[src/rtl/mem_access_seq.sv]
// mem_access_seq: breaks one CPU load/store of 1, 2, 4 or 8 bytes into single-byte cycles on a
// byte-wide memory port with a 1-cycle registered read. Memory order is big-endian: the lowest
// address holds the most significant byte.
//
// Ports:
//   clk, rst_n       clock, asynchronous active-low reset
//   req              request strobe, accepted only while ready=1
//   write            1=store, 0=load
//   size             0=1B, 1=2B, 2=4B, 3=8B
//   sext             sign-extend a load result (size<3 only)
//   addr             byte base address
//   wdata            store data, right-aligned
//   ready            high in IDLE
//   done             one-cycle completion pulse
//   err              misalignment flag, valid with done
//   rdata            load result, right-aligned
//   mem_addr         byte address to memory
//   mem_write        byte write enable to memory
//   mem_data_in      byte written to memory
//   mem_data_out     byte read from memory, valid the cycle after mem_addr
module mem_access_seq #(
   parameter int unsigned ADDR_W = 15,
   parameter int unsigned DATA_W = 64
) (
   input  logic              clk,
   input  logic              rst_n,
   input  logic              req,
   input  logic              write,
   input  logic [1:0]        size,
   input  logic              sext,
   input  logic [ADDR_W-1:0] addr,
   input  logic [DATA_W-1:0] wdata,
   output logic              ready,
   output logic              done,
   output logic              err,
   output logic [DATA_W-1:0] rdata,
   output logic [ADDR_W-1:0] mem_addr,
   output logic              mem_write,
   output logic [7:0]        mem_data_in,
   input  logic [7:0]        mem_data_out
);

   typedef enum logic [1:0] {StIdle, StLoad, StStore} state_e;

   state_e              state_q, state_d;
   logic [3:0]          cnt_q, cnt_d;
   logic [ADDR_W-1:0]   base_q, base_d;
   logic [1:0]          size_q, size_d;
   logic                sext_q, sext_d;
   logic [DATA_W-1:0]   sreg_q, sreg_d;
   logic [DATA_W-1:0]   acc_q, acc_d;
   logic                done_q, done_d;
   logic                err_q, err_d;
   logic [DATA_W-1:0]   rdata_q, rdata_d;

   logic [3:0]          n_q;
   logic                misaligned;
   logic [DATA_W-1:0]   acc_shift;

   // Zero- or sign-extend the low 8N bits of an accumulated load.
   function automatic logic [DATA_W-1:0] extend(input logic [DATA_W-1:0] v,
                                                 input logic [1:0] sz, input logic sx);
      logic [DATA_W-1:0] r;
      unique case (sz)
         2'd0:    r = {{56{sx & v[7]}},  v[7:0]};
         2'd1:    r = {{48{sx & v[15]}}, v[15:0]};
         2'd2:    r = {{32{sx & v[31]}}, v[31:0]};
         default: r = v;
      endcase
      return r;
   endfunction

   assign n_q       = 4'd1 << size_q;
   assign acc_shift = {acc_q[DATA_W-9:0], mem_data_out};

   always_comb begin
      unique case (size)
         2'd0:    misaligned = 1'b0;
         2'd1:    misaligned = addr[0];
         2'd2:    misaligned = |addr[1:0];
         default: misaligned = |addr[2:0];
      endcase
   end

   always_comb begin
      state_d = state_q;
      cnt_d   = cnt_q;
      base_d  = base_q;
      size_d  = size_q;
      sext_d  = sext_q;
      sreg_d  = sreg_q;
      acc_d   = acc_q;
      done_d  = 1'b0;
      err_d   = err_q;
      rdata_d = rdata_q;

      unique case (state_q)
         StIdle: begin
            if (req) begin
               if (misaligned) begin
                  done_d = 1'b1;
                  err_d  = 1'b1;
               end else begin
                  base_d = addr;
                  size_d = size;
                  cnt_d  = 4'd0;
                  if (write) begin
                     // Left-justify so the most significant used byte leaves first.
                     unique case (size)
                        2'd0:    sreg_d = wdata << 56;
                        2'd1:    sreg_d = wdata << 48;
                        2'd2:    sreg_d = wdata << 32;
                        default: sreg_d = wdata;
                     endcase
                     state_d = StStore;
                  end else begin
                     sext_d  = sext;
                     acc_d   = '0;
                     state_d = StLoad;
                  end
               end
            end
         end

         StLoad: begin
            // Byte requested at cnt-1 arrives now.
            if (cnt_q != 4'd0) acc_d = acc_shift;
            if (cnt_q == n_q) begin
               state_d = StIdle;
               cnt_d   = 4'd0;
               done_d  = 1'b1;
               err_d   = 1'b0;
               rdata_d = extend(acc_shift, size_q, sext_q);
            end else begin
               cnt_d = cnt_q + 4'd1;
            end
         end

         StStore: begin
            sreg_d = sreg_q << 8;
            if (cnt_q == n_q - 4'd1) begin
               state_d = StIdle;
               cnt_d   = 4'd0;
               done_d  = 1'b1;
               err_d   = 1'b0;
            end else begin
               cnt_d = cnt_q + 4'd1;
            end
         end

         default: state_d = StIdle;
      endcase
   end

   always_ff @(posedge clk or negedge rst_n) begin
      if (!rst_n) begin
         state_q <= StIdle;
         cnt_q   <= 4'd0;
         base_q  <= '0;
         size_q  <= 2'd0;
         sext_q  <= 1'b0;
         sreg_q  <= '0;
         acc_q   <= '0;
         done_q  <= 1'b0;
         err_q   <= 1'b0;
         rdata_q <= '0;
      end else begin
         state_q <= state_d;
         cnt_q   <= cnt_d;
         base_q  <= base_d;
         size_q  <= size_d;
         sext_q  <= sext_d;
         sreg_q  <= sreg_d;
         acc_q   <= acc_d;
         done_q  <= done_d;
         err_q   <= err_d;
         rdata_q <= rdata_d;
      end
   end

   always_comb begin
      mem_addr    = '0;
      mem_write   = 1'b0;
      mem_data_in = 8'd0;
      if (state_q == StStore) begin
         mem_addr    = base_q + ADDR_W'(cnt_q);
         mem_write   = 1'b1;
         mem_data_in = sreg_q[DATA_W-1 -: 8];
      end else if (state_q == StLoad && cnt_q < n_q) begin
         mem_addr = base_q + ADDR_W'(cnt_q);
      end
   end

   assign ready = (state_q == StIdle);
   assign done  = done_q;
   assign err   = err_q;
   assign rdata = rdata_q;

endmodule

[config.mk]
export PLATFORM = sky130hd
export DESIGN_NAME = mem_access_seq
export DESIGN_NICKNAME = d
export VERILOG_FILES = /design/src/rtl/mem_access_seq.sv
export SDC_FILE = /design/constraint.sdc
export NUM_CORES = 1
export LEC_CHECK = 0
export CORE_MARGIN = 4
export CORE_UTILIZATION = 29
export CTS_CLUSTER_SIZE = 25
export DETAILED_ROUTE_END_ITERATION = 10
export GPL_TIMING_DRIVEN = 0
export PLACE_DENSITY = 0.52
export RECOVER_POWER = 25
export SYNTH_ARGS = -nofsm -noshare
export SYNTH_HDL_FRONTEND = slang
export SYNTH_SLANG_ARGS = --single-unit
[constraint.sdc]
create_clock -name clk -period 3.4 [get_ports clk]
set_input_delay 0.68 -clock clk [delete_from_list [all_inputs] [get_ports clk]]
set_output_delay 0.68 -clock clk [all_outputs]
set_load 0.05 [all_outputs]
==> results.md <==
- Final Hold Violating Endpoints: 0
- Final setup TNS: 0 ps
- Register area: 5259 um2
- Worst Skew: 15.83 ps
- Clk_lat worst skew: between 500 and 600 ps
- H-tree levels: 1
- Non-Filler Instances: 1605
- FMAX: 302.7 MHz
- PwrDens: about 940 nW/um2
- Diodes inserted: 0
- Failing checks: max-capacitance violations, max-slew violations
- Routability cong.: between 0.8 and 0.9
- DR WL/cell: 19.55 um
- R2R depth: 9
- Clock sink total: between 200 and 250
- Initial drt markers: 527
- Root Driver: clkbuf_16
- Worst hold stages: 2
- R2r endpoint: rdata[37]$_DFFE_PN0P_
- Layout filler cell count: 3253
- Commonest cells after routing, fill and taps aside: 207 x dfrtp_1, 159 x clkdlybuf4s50_1, 150 x nor2_1
- Die X: 191.7 um
- GR Util met1: 22.38%
- Core area: between 30000 and 40000 um2
- Max-slew violations: 100
- Largest net degree at the start of global routing: between 100 and 150
- DRC errors left: 0
- Cts hold-fix bufs: 0
- RSZ-0062 raised after global routing: yes
- Final worst path period share: between 90% and 100%
- Post-route ant nets: 0
- P_leak: between 0.005 and 0.006 uW
- Worst Hold Class: reg -> reg
- Post-synth EDFFs: 0
- Most common cell after layout, fill and taps aside: dfrtp_1
- GRT overflow: 0
- Busiest grt layer: met2
- Vias/cell: roughly 5
- Post-Syn Instances: 926
- Number of global-route vias before repair: just over 8000
- Routed via count: 8036
- Yosys Warn Count: 0
- R2R Setup Slk: 400 ps
- Area Growth Syn to Fin: 33.83%
- Pre-Repair DR Iteration Count: 5
- HPWL after DPL: around 23 mm
- Routing usage on met3: 2.854%
- Fin nets: 1248
- Crit path kind: reg -> out
- Clk slew on worst S/H paths: 60 ps
- First-pass GRT wire length: just under 50 mm
- Critical path required time: 2720 ps
- Die area: roughly 37000 um2
- Critical path fanouts, max: 7
- Ys async rst share: 100.0%
- Hold_sp: sreg_q[3]$_DFFE_PN0P_
- Synthesized Nets: between 1000 and 1500
- Main flop type after synthesis: dfrtp_1
- Seq/Total Area, Yosys: 53.70%
- Crit end category: output port
- Hold path endpoint: sreg_q[3]$_DFFE_PN0P_
- Met2 usage: 28.48%
- Row cnt: 67
- Reg2reg start: size_q[0]$_DFFE_PN0P_
- I/O pin cnt: between 150 and 200
- Final WL: between 30 and 40 mm
- Setup violators final: 0
- FF+latch count, synth: 210
- Clk buf depth: 3
- Placed cells: between 1500 and 2000
- Initial antenna violation count: 0
- Worst slew pin tran: 2561 ps
- Total global-route track usage: 16.80%
- Outcome: finished, violations left
- Synth cell types: 55
- Max-slew headroom: -70.70%
- Total CTS buffers: 24
- Layout cell share with drive strength beyond 1: 15.99%
- Mean area per synthesized cell: approximately 11 um2
- Max_cap viols: 1
- Initial core utilization: 29.26%
- Buffers on Ports: 183
- Post-layout minimum cycle time: 3304 ps
- Multi-input gate area: about 4100 um2
- Critical Path AT: around 2600 ps
- Cell Area, Synth: just under 10000 um2
- VDD IR max: about 0.00046 V
- CTS tree: yes
- Critical Path Start Type: flip-flop
- Die H: ~190 um
[registers in the layout, indices dropped and copies added (netlist names)]
name     count
sext_q       1
acc_q       56
sreg_q      64
err          1
size_q       2
base_q      15
state_q      2
rdata       64
done         1
cnt_q        4
[area by class of cell]
| cell class | instances | area share (%) |
|---|---|---|
| plain buffers | 74 | 3.134 |
| clock buffers | 37 | 5.570 |
| clock inverters | 7 | 0.5637 |
| inverters | 14 | 0.4013 |
| multi-input cells | 626 | 31.66 |
| flip-flops and latches | 210 | 40.15 |
| well taps | 448 | 4.280 |
| repair buffers | 189 | 14.24 |
[worst max-delay path by stage]
stage,from,endpoint,slack (ps),cells past startpoint
after CTS,size_q[0]$_DFFE_PN0P_,mem_addr[1],5,9
after floorplan,size_q[0]$_DFFE_PN0P_,mem_addr[10],20,10
after detailed placement,size_q[0]$_DFFE_PN0P_,mem_addr[9],-870,11
after global placement,rst_n,sreg_q[60]$_DFFE_PN0P_,-7810,1
after global routing,size_q[0]$_DFFE_PN0P_,mem_addr[12],-7,9
final,size_q[0]$_DFFE_PN0P_,mem_addr[7],100,9
[Yosys cell counts, drive strengths merged (2+ instances only)]
library cell | number | area (um2)
dfrtp | 210 | 5255
nor2 | 153 | 574.3
a21oi | 103 | 519.3
a22o | 58 | 508.0
nand2 | 58 | 217.7
mux2 | 47 | 529.3
buf | 46 | 279.0
a221oi | 42 | 367.9
o21ai | 31 | 166.4
clkbuf | 30 | 113.9
nand3 | 18 | 90.09
ha | 14 | 175.2
inv | 14 | 52.55
and2 | 12 | 75.07
mux2i | 9 | 90.09
mux4 | 8 | 180.2
xnor2 | 7 | 61.31
a221o | 6 | 60.06
xor2 | 6 | 52.55
nand4 | 5 | 31.28
nor2b | 5 | 31.28
a21o | 4 | 30.03
o22ai | 4 | 25.02
a22oi | 3 | 22.52
a31oi | 3 | 18.77
and3 | 3 | 18.77
nand2b | 3 | 18.77
nor3 | 3 | 15.01
or2 | 3 | 18.77
and4bb | 2 | 25.02
o211ai | 2 | 28.78
o31ai | 2 | 15.01
or3 | 2 | 12.51
[worst max-delay path, cell delays in order, from the launching register on]
cell and delay, ps:
dfrtp_2 430, buf_4 170, nand2b_1 180, ha_4 290, nand3_1 70, o22ai_1 150, o31a_1 370, buf_4 210
nor2_1 50, buf_4 190
[metal layers]
layer | vias to the layer above | part of all wire, %
met5 | - | 0
met4 | 0 | 2.9
met3 | 53 | 5.4
met2 | 266 | 49
met1 | 3969 | 43
li1 | 3748 | -
[power by group]
group	leakage, uW	switching, uW	total (uW)	internal [uW]
clock network	0.000396	1040	2600	1550
logic	0.00262	3740	5750	2010
registers	0.00259	604	4020	3420
total	0.00561	5390	12400	6980
[per-stage QoR]
stage / setup slack, ps / util [%] / cell area, um2 / power, uW / hold slack, ps
4_1_cts: 5.496 / 38.99 / 13040 / 12450 / 209.4
5_1_grt: -7.154 / 39.15 / 13100 / 13110 / 491.8
3_3_place_gp: -7811 / 36.41 / 12180 / 9689 / 452.5
3_5_place_dp: -867.5 / 36.51 / 12210 / 9752 / 455.5
6_report: 96.29 / 39.15 / 13100 / 12370 / 470.7
2_1_floorplan: 21.74 / - / 9786 / 7713 / 384.4
[repair_timing]
action,4_1_cts,5_1_grt
endpoints found under the setup margin,82,32
setup buffers,4,0
pin swaps,3,2
cloned,1,0
gates resized for setup,111,21
[kinds of logic after synthesis]
family / synth area share (%)
DFF: 53.70
muxes: 8.170
buffers and inverters: 4.552
adders and majority gates: 1.995
AOI/OAI and AO/OA: 18.53
and+or+nand+nor: 11.89
xor gates and xnor gates: 1.164
Power figures use the tool's default switching activity.
==> patch: new RTL, config.mk and constraints unchanged <==
`rdata_q` no longer has a reset.
--- a/src/rtl/mem_access_seq.sv
+++ b/src/rtl/mem_access_seq.sv
@@ -165,3 +165,2 @@
          err_q   <= 1'b0;
-         rdata_q <= '0;
       end else begin
@@ -176,4 +175,7 @@
          err_q   <= err_d;
-         rdata_q <= rdata_d;
       end
+   end
+
+   always_ff @(posedge clk) begin
+      rdata_q <= rdata_d;
    end
Function: differs if rst_n is asserted again (counterexample within 4 cycles, from zero or initial values and one cycle with rst_n low); with rst_n held inactive, the same outputs for 4 cycles.
==> patch against the original RTL <==
Sequential share of layout area grew 2.4 points; die area shrank 1.3%; design area is essentially flat; setup slack lost 0.0032 ns; power shrank 17%; the run still ends with capacitance limit, slew limit left; synthesized cell count shrank 13%; sequential power shrank 7.5%; sequential cell count is the same; routed wire length shrank 9.6%; synthesized area shrank 1.4%; via count shrank 9.6%.
==> patch: results (changes against the original RTL) <==
{| class="wikitable"
! Metric !! Value
|-
| Maximum Capacitance Violations || 1 (unchanged)
|-
| Slack of the worst reg-to-reg path || 1.01 ns (was 0.40 ns)
|-
| Number of nets in the layout || 1,128 (was 1,248)
|-
| Cell at the slowest stage of the critical path || sky130_fd_sc_hd__o31a_1 (was sky130_fd_sc_hd__dfrtp_2)
|-
| Worst endpoint data arrival time || 2.63 ns (was 2.62 ns)
|-
| Leakage power total || 5.80 nW (was 5.61 nW)
|-
| Met1 layer usage reported by global route || 20.7% (was 22.4%)
|-
| Synth cell types || 52 (was 55)
|-
| GRT met3 Usage || 3.08% (was 2.85%)
|-
| Worst reg2reg endpoint || state_q[1] (was rdata[37])
|-
| Final max-slew violation count || 43 (was 100)
|-
| Overall routing resource usage || 15.4% (was 16.8%)
|-
| Via-per-instance ratio || 4.91 (was 5.01)
|-
| Via count of the first global-routing pass || 7,639 (was 8,220)
|-
| 1st-iter DRT viols || 405 (was 527)
|-
| Routed length on met2 || 13.5 mm (was 15.3 mm)
|-
| Depth of the worst register-to-register path || 10 (was 9)
|-
| Hold Startpoint || sreg_q[59] (was sreg_q[3])
|-
| Terminating pin of the worst hold path || sreg_q[59] (was sreg_q[3])
|-
| Fraction of registers with async set/reset || 69.5% (was 100%)
|-
| Cells resized by post-CTS repair || 137 (was 111)
|-
| Fraction of layout instances using a drive strength above 1 || 18.6% (was 16.0%)
|-
| Post-route clock skew || 0.00546 ns (was 0.0158 ns)
|-
| DP Area || 12,100 sq um (was 12,200 sq um)
|-
| Violated checks || capacitance limit, slew limit (unchanged)
|-
| Worst setup slack before clock tree synthesis || -0.795 ns (was -0.867 ns)
|-
| Synthesized instance count || 801 (was 926)
|-
| Run status || finished with violations (unchanged)
|-
| First-pass GRT wire length || 44.8 mm (was 48.7 mm)
|-
| Maximum number of pins on one net before global-route repair || 105 (was 112)
|-
| Post-synth top cells || sky130_fd_sc_hd__dfrtp_1, sky130_fd_sc_hd__nor2_1, sky130_fd_sc_hd__edfxtp_1, sky130_fd_sc_hd__a22o_1, sky130_fd_sc_hd__a21o_1 (was sky130_fd_sc_hd__dfrtp_1, sky130_fd_sc_hd__nor2_1, sky130_fd_sc_hd__a21oi_1, sky130_fd_sc_hd__a22o_1, sky130_fd_sc_hd__nand2_1)
|-
| Cell total after placement || 1,429 (was 1,558)
|-
| Final worst slack || 0.0931 ns (was 0.0963 ns)
|}
==> patch: area by class of cell <==
| class | count | area, sq um |
|---|---|---|
| Clock inverter | 14 | 139 |
| Buffer | 64 | 385 |
| Inverter | 13 | 48.8 |
| Sequential cell | 210 | 5580 |
| Timing Repair Buffer | 192 | 1940 |
| Tap cell | 442 | 553 |
| Multi-Input combinational cell | 513 | 3800 |
| Clock buffer | 31 | 668 |
| Fill cell | 3264 | 19600 |
==> patch: kinds of logic after synthesis <==
logic type / synth area share, %
XOR/XNOR: 1.18
flip-flops: 57.8
adder cells (fa/ha/maj): 2.02
AND/OR/NAND/NOR: 9.65
multiplexers: 7.66
AO/OA/AOI/OAI: 17.7
buffers and inverters: 4.02
==> patch: power breakdown <==
group	internal, mW	switching [mW]
logic	1.46	2.41
clock network	1.55	1.07
registers	3.31	0.402
total	6.32	3.88
